`src/rtl/booth_mul_seq_16.sv`:
```
// booth_mul_seq_16: sequential signed radix-2 Booth multiplier, one step per clock.
// Define BOOTH_MUL_EARLY_EXIT_EN to finish early once all remaining steps are pure shifts.
module booth_mul_seq_16 #(
    parameter int WIDTH = 16
) (
    input  logic                 clk,
    input  logic                 rst,
    input  logic                 start,
    input  logic                 cancel,
    input  logic [WIDTH-1:0]     x_in,
    input  logic [WIDTH-1:0]     y_in,
    output logic                 busy,
    output logic                 done,
    output logic [2*WIDTH-1:0]   product
);
    localparam int CW = $clog2(WIDTH + 1);

    typedef enum logic [1:0] {IDLE, RUN, DONE} state_t;

    state_t             r_state, w_state_nx;
    logic [WIDTH:0]     r_acc, w_acc_nx;
    logic [WIDTH-1:0]   r_m, w_m_nx;
    logic [WIDTH-1:0]   r_q, w_q_nx;
    logic               r_qm1, w_qm1_nx;
    logic [CW-1:0]      r_cnt, w_cnt_nx;
    logic [2*WIDTH-1:0] r_prod, w_prod_nx;
    logic [WIDTH:0]     w_sm, w_sum;
    logic [2*WIDTH+1:0] w_step;
    logic               w_accept;

    // acc is one bit wider than M so -2^(WIDTH-1) can be negated without overflow
    assign w_sm   = {r_m[WIDTH-1], r_m};
    assign w_sum  = ({r_q[0], r_qm1} == 2'b01) ? r_acc + w_sm :
                    ({r_q[0], r_qm1} == 2'b10) ? r_acc - w_sm : r_acc;
    assign w_step = {w_sum[WIDTH], w_sum, r_q};

`ifdef BOOTH_MUL_EARLY_EXIT_EN
    logic [WIDTH-1:0]   w_mask;
    logic               w_exit;
    logic [2*WIDTH+1:0] w_jump;

    // remaining steps are shift-only when Q[count-1:0] all match q_m1
    assign w_mask = ~({WIDTH{1'b1}} << r_cnt);
    assign w_exit = ~|((r_q ^ {WIDTH{r_qm1}}) & w_mask);
    assign w_jump = $signed({r_acc, r_q, r_qm1}) >>> r_cnt;
`endif

    assign busy    = (r_state == RUN);
    assign done    = (r_state == DONE);
    assign product = r_prod;

    always_comb begin
        w_state_nx = r_state;
        w_acc_nx   = r_acc;
        w_m_nx     = r_m;
        w_q_nx     = r_q;
        w_qm1_nx   = r_qm1;
        w_cnt_nx   = r_cnt;
        w_prod_nx  = r_prod;
        w_accept   = start && !cancel && (r_state != RUN);
        if (w_accept) begin
            w_state_nx = RUN;
            w_m_nx     = x_in;
            w_q_nx     = y_in;
            w_acc_nx   = '0;
            w_qm1_nx   = 1'b0;
            w_cnt_nx   = CW'(WIDTH);
        end else if (r_state == RUN) begin
            if (cancel) begin
                w_state_nx = IDLE;
            end
`ifdef BOOTH_MUL_EARLY_EXIT_EN
            else if (w_exit) begin
                {w_acc_nx, w_q_nx, w_qm1_nx} = w_jump;
                w_cnt_nx   = '0;
                w_prod_nx  = w_jump[2*WIDTH:1];
                w_state_nx = DONE;
            end
`endif
            else begin
                {w_acc_nx, w_q_nx, w_qm1_nx} = w_step;
                w_cnt_nx = r_cnt - CW'(1);
                if (r_cnt == CW'(1)) begin
                    w_prod_nx  = w_step[2*WIDTH:1];
                    w_state_nx = DONE;
                end
            end
        end else if (r_state == DONE) begin
            w_state_nx = IDLE;
        end
    end

    always_ff @(posedge clk or posedge rst) begin
        if (rst) begin
            r_state <= IDLE;
            r_acc   <= '0;
            r_m     <= '0;
            r_q     <= '0;
            r_qm1   <= 1'b0;
            r_cnt   <= '0;
            r_prod  <= '0;
        end else begin
            r_state <= w_state_nx;
            r_acc   <= w_acc_nx;
            r_m     <= w_m_nx;
            r_q     <= w_q_nx;
            r_qm1   <= w_qm1_nx;
            r_cnt   <= w_cnt_nx;
            r_prod  <= w_prod_nx;
        end
    end
endmodule

```
`config.mk`:
```
export PLATFORM = sky130hd
export DESIGN_NAME = booth_mul_seq_16
export DESIGN_NICKNAME = d
export VERILOG_FILES = /design/src/rtl/booth_mul_seq_16.sv
export SDC_FILE = /design/constraint.sdc
export NUM_CORES = 1
export LEC_CHECK = 0
export CAP_MARGIN = 40
export CORE_MARGIN = 3
export CORE_UTILIZATION = 30
export CTS_BUF_LIST = sky130_fd_sc_hd__clkbuf_8 sky130_fd_sc_hd__clkbuf_16
export DETAILED_ROUTE_END_ITERATION = 16
export PLACE_DENSITY_LB_ADDON = 0.15
export SYNTH_ARGS = -nofsm -noshare
export SYNTH_HDL_FRONTEND = slang
export SYNTH_SLANG_ARGS = --single-unit
```
`constraint.sdc`:
```
create_clock -name clk -period 7.4 [get_ports clk]
set_input_delay 0.74 -clock clk [delete_from_list [all_inputs] [get_ports clk]]
set_output_delay 0.74 -clock clk [all_outputs]
set_load 0.01 [all_outputs]
```
**Yosys cells after proc, flatten, opt, wreduce, memory -nomap -nowiden**

Cells that the tools add are included.

- Bits in registers: 89
- Input bits: 36
- Output and inout port bits: 34
- Word-level logic and storage cells: 47

- $add $sub $neg: 3
- Equal/unequal tests: 8
- Mux-type cells: 19
- Bitwise logic cells: 2
- Reductions and logical operators: 8

Operators by type and width:

| operator | number |
|---|---|
| 17-bit 2-to-1 mux | 5 |
| 16-bit 2-to-1 mux | 3 |
| 17-bit adder | 1 |
| 17-bit subtractor | 1 |
| 5-bit 2-to-1 mux | 3 |
| 2-bit 2-to-1 mux | 5 |
| 5-bit by 1-bit == test with 1-bit output, second input constant | 1 |
| 5-bit by 1-bit subtractor with 5-bit output, second input constant | 1 |
| 2-bit by 1-bit == test with 1-bit output, second input constant | 2 |
| 2-bit == test, second input constant | 2 |
| 2-bit by 1-bit != test with 1-bit output, second input constant | 2 |
| 4-bit by 2-bit != test with 1-bit output, second input constant | 1 |
| 2-bit AND reduction | 2 |
| 4-bit AND reduction | 1 |
| 1-bit 2-to-1 mux | 3 |
| 3-bit nonzero test | 1 |
| 1-bit logical AND | 2 |
| 1-bit inverter | 2 |
| 2-bit nonzero test | 1 |
| 1-bit logical NOT | 1 |

**Logic depth before layout (Yosys ltp)**

- Depth in word-level cells: 6
- Mapped depth: 11
- Gate-level depth less buffers: 11

**Worst setup path after synthesis**

OpenSTA, ideal clock, no wires.

- Path kind: reg-to-reg
- From: register r_acc[1]
- To: register r_acc[9]
- Library setup time: 0.068 ns
- Arrival time: 2.501 ns
- Required time: 7.332 ns
- Path slack: 4.831 ns
- Cell stages (with the launch flop): 10
- Path buffers: 0
- Clock period less this slack: 2.569 ns
- Cells stage by stage: dfrtp_1 inv_1 fa_1 o21ba_1 or4_4 a211oi_2 nor2_1 o211a_1 a311oi_2 a32o_1

- Longest elaborated chain between the ends: 6
- Elaborated cells on any way between the ends: 7
- Those cells by class: add/sub: 2; mux: 5

Ends and longest elaborated chain:

| what | RTL line | RTL |
|---|---|---|
| start, declared | 21 | `logic [WIDTH:0] r_acc, w_acc_nx;` |
| start signal, assigned | 104 | `r_acc <= w_acc_nx;` |
| 17-bit subtractor | 34 | `({r_q[0], r_qm1} == 2'b10) ? r_acc - w_sm : r_acc;` |
| 17-bit 2-to-1 mux | 34 |  |
| 17-bit 2-to-1 mux * | 33 | `assign w_sum = ({r_q[0], r_qm1} == 2'b01) ? r_acc + w_sm :` |
| 17-bit 2-to-1 mux * | 69 | `if (cancel) begin` |
| 17-bit 2-to-1 mux * | 68 | `end else if (r_state == RUN) begin` |
| 17-bit 2-to-1 mux * | 61 | `if (w_accept) begin` |

Every way passes the cells marked *; elsewhere a longest branch is shown, timed or not. The select of a mux whose other input is x is not followed.
A chain may end at the register's enable or synchronous reset.

**Final worst setup path**

- From: input cancel
- To: register r_prod[18], in the netlist product[18]

- Longest elaborated chain between the ends: 5
- Elaborated cells on any way between the ends: 6
- Those cells by class: bitwise: 2; reduce/logical: 4

Ends and longest elaborated chain:

| what | RTL line | RTL |
|---|---|---|
| start, declared | 9 | `input logic cancel,` |
| 1-bit logical NOT | 60 | `w_accept = start && !cancel && (r_state != RUN);` |
| 1-bit logical AND (2 in a row) | 60 |  |
| 1-bit inverter (no line) | - |  |
| 4-bit AND reduction (no line) * | - |  |
| end signal, assigned | 109 | `r_prod <= w_prod_nx;` |
| end, declared | 26 | `logic [2*WIDTH-1:0] r_prod, w_prod_nx;` |

Every way passes the cells marked *; elsewhere a longest branch is shown, timed or not.

==> results.sh <==
export IMPL_synth_area_leaders="dfrtp_1 (40%), ha_1 (8.3%), nand2_1 (5.9%), o21ai_0 (5.6%), mux2_2 (3.9%)"
export IMPL_dieArea_sq_um=19800
export IMPL_area_growth_pct=22.6
export IMPL_grt_overflow=0
export IMPL_outcome="finished clean"
export IMPL_ctsHoldBuffers=0
export IMPL_slew_viol_final=0
export IMPL_clkTransAtPathRegs_ns=0.07
export IMPL_antenna_found_initial=0
export IMPL_finalSetupViolCount=0
export IMPL_min_path_cells=2
export IMPL_clock_sink_count=88
export IMPL_seqCellArea_sq_um=2200
export IMPL_syn_area_sq_um=5440
export IMPL_crit_fanout=23
export IMPL_critPathCaptureType="flip-flop"
export IMPL_use_met3_pct=4.41
export IMPL_cp_arrival_ns=3.70
export IMPL_drive_gt1_share_pct=9.00
export IMPL_port_buffers=69
export IMPL_via_per_inst=5.34
export IMPL_dpl_hpwl_mm=11.5
export IMPL_leakagePower_nw=2.95
export IMPL_rr_worst_depth=6
export IMPL_io_pins=70
export IMPL_num_rows=48
export IMPL_fin_setup_tns_ns=0
export IMPL_htree_levels=3
export IMPL_maxCapViolCount=0
export IMPL_min_period_ns=3.47
export IMPL_ctsResizeCount=0
export IMPL_start_util_pct=31.0
export IMPL_worst_clock_skew_ns=0.00730
export IMPL_hp_start="product[27]"
export IMPL_drtAntennaViolNets=0
export IMPL_hold_class="reg2reg"
export IMPL_synth_seq_area_share_pct=40.5
export IMPL_num_fill_cells=1811
export IMPL_total_power_mw=3.14
export IMPL_slew_limit_headroom_pct=44.1
export IMPL_grt_busiest_layer="met2"
export IMPL_yosysTopAreaCell="dfrtp_1"
export IMPL_die_w_um=141
export IMPL_antenna_cells=0
export IMPL_critPathLaunchType="primary input"
export IMPL_hold_end="product[27]"
export IMPL_synth_nets=683
export IMPL_critical_path_class="in2reg"
export IMPL_timing_fmax_mhz=288
export IMPL_gr_usage_met1_pct=22.2
export IMPL_grt_total_usage_pct=16.3
export IMPL_rsz0062_at_grt="no"
export IMPL_syn_avg_cell_area_sq_um=8.94
export IMPL_layout_worst_path_cycle_share_pct=46.9
export IMPL_dr_pass1_iters=6
export IMPL_drc=0
export IMPL_ys_types=64
export IMPL_grt_pass1_vias=4846
export IMPL_grt_max_degree=58
export IMPL_hold_violations=0
export IMPL_holdWs_ns=0.494
export IMPL_cp_required_ns=7.63
export IMPL_wire_per_inst_um=17.7
export IMPL_r2r_slack_ns=4.00
export IMPL_syn_inst=609
export IMPL_powerDensity_nw_per_um2=471
export IMPL_r2r_end="product[18]"
export IMPL_ys_warn_count=0
export IMPL_async_flop_share_pct=100
export IMPL_synth_top_family_by_area="compound AO/OA/AOI/OAI gates"
export IMPL_grt_pass1_wl_mm=26.0
export IMPL_synthMuxAreaShare_pct=4.11
export IMPL_grtUsageMet2_pct=25.6
export IMPL_ctsLongestPathBuffers=2
export IMPL_wirelength_mm=15.8
export IMPL_drt_iter0_drc=418
export IMPL_synth_edff_count=0
export IMPL_r2r_start="r_state[1]"
export IMPL_insertion_delay_ns=0.35
export IMPL_placedCellCount=876
export IMPL_cts_setup_buffers=0
export IMPL_tightest_slew_ns=0.837
export IMPL_synth_fa_ha_area_share_pct=9.01
export IMPL_multiInputGateArea_sq_um=2970
export IMPL_routed_via_count=4764
export IMPL_cts_tree="yes"
export IMPL_synthXorXnorAreaFrac_pct=2.57
export IMPL_core_area_sq_um=17500
export IMPL_gp_congestion=0.932
export IMPL_die_h_um=141
export IMPL_cts_root_buf="clkbuf_16"
export IMPL_synth_compound_area_share_pct=23.0
export IMPL_synth_top_area_share_pct=40.5
export IMPL_postLayoutCoreUtil_pct=38.1
export IMPL_synth_main_ff_cell="dfrtp_1"
export IMPL_synthSimpleGateAreaFrac_pct=15.7
export IMPL_ys_ff_latch=88
export IMPL_layoutNonFillerInstCount=892
export IMPL_ir_drop_mv=0.170
export IMPL_cts_buffers=9
export IMPL_final_nets=736
report_power, final:
group	switching, mW	leakage [nW]	internal, mW
combinational	1.05	1.63	0.726
clock	0.212	0.164	0.301
sequential	0.174	1.15	0.680
total	1.43	2.95	1.71
per-stage QoR:
| step | setup slack [ns] | instance area (sq um) |
|---|---|---|
| after detailed placement | 3.47 | 6350 |
| final | 3.93 | 6670 |
| after floorplan | 4.38 | 5440 |
| after global placement | 3.60 | 6340 |
| after CTS | 3.84 | 6670 |
| after global routing | 3.58 | 6670 |
worst max-delay path, cell delays in order:
cell and delay, ns:
clkdlybuf4s50_1 0.74, nor2b_1 0.81, nand2_1 0.67, buf_4 0.43, mux2_2 0.30
cell families (layout without fill, tap and decap cells):
kind of cell,Yosys count,count (layout)
simple gates,181,181
fa+ha+maj,38,38
mux,20,20
xor+xnor,16,16
flops,88,88
buf+inv,72,130
compound gates,194,194
registers in the layout, indices dropped and copies added (netlist names):
name and flops:
r_state 2, r_qm1 1, r_acc 16, r_m 16, product 32, r_cnt 5, r_q 16
cell usage after synthesis, drive strengths merged, types with 7 or more instances:
| master | instances |
|---|---|
| a21oi | 35 |
| a22oi | 23 |
| a31oi | 8 |
| buf | 7 |
| clkbuf | 29 |
| dfrtp | 88 |
| ha | 36 |
| inv | 36 |
| mux2 | 19 |
| nand2 | 86 |
| nand2b | 10 |
| nand3 | 9 |
| nor2 | 27 |
| nor2b | 12 |
| nor3 | 7 |
| o21ai | 71 |
| xnor2 | 16 |
worst max path at each step:
| stage | from | slack, ns | endpoint | depth (start not counted) |
|---|---|---|---|---|
| 3_5_place_dp | cancel | 3.47 | product[18] | 5 |
| 3_3_place_gp | cancel | 3.60 | product[21] | 5 |
| 2_1_floorplan | rst | 4.38 | product[0] | 1 |
| 5_1_grt | cancel | 3.58 | product[14] | 5 |
| 4_1_cts | cancel | 3.84 | product[14] | 5 |
| 6_report | cancel | 3.93 | product[18] | 5 |
placed cells by master, fill, tap and decap left out, types with 4 or more instances in the layout:
master           count
buf_4                9
o21ai_1              9
xnor2_1             16
a21oi_1             35
o211ai_1             5
a31oi_1              8
clkbuf_16            9
nor3_1               7
a22oi_1             23
a221o_1              4
o21ai_0             61
dfrtp_1             88
o31ai_1              4
nand2_1             86
clkdlybuf4s50_1     69
nand2b_1            10
nor4_1               5
nor2b_1             11
a22o_1               5
nand3_1              9
ha_1                36
and3_1               4
nor2_1              27
o22ai_1              5
mux2_2              19
inv_1               35
area by class of cell:
type                       count  share of cell area (%)
clock buffer                   9                    3.37
clock inverter                 7                    1.52
inverter                      36                    2.04
multi-input combinational    449                    44.5
sequential                    88                    33.0
tap                          225                    4.22
timing repair buffer          78                    11.4
per-layer routing:
metal / routed length, um / part of all wire [%]
met1: 7310 / 46
met2: 7190 / 46
met3: 1000 / 6.3
met4: 295 / 1.9
met5: 0 / 0
(Power assumes the default switching activity.)
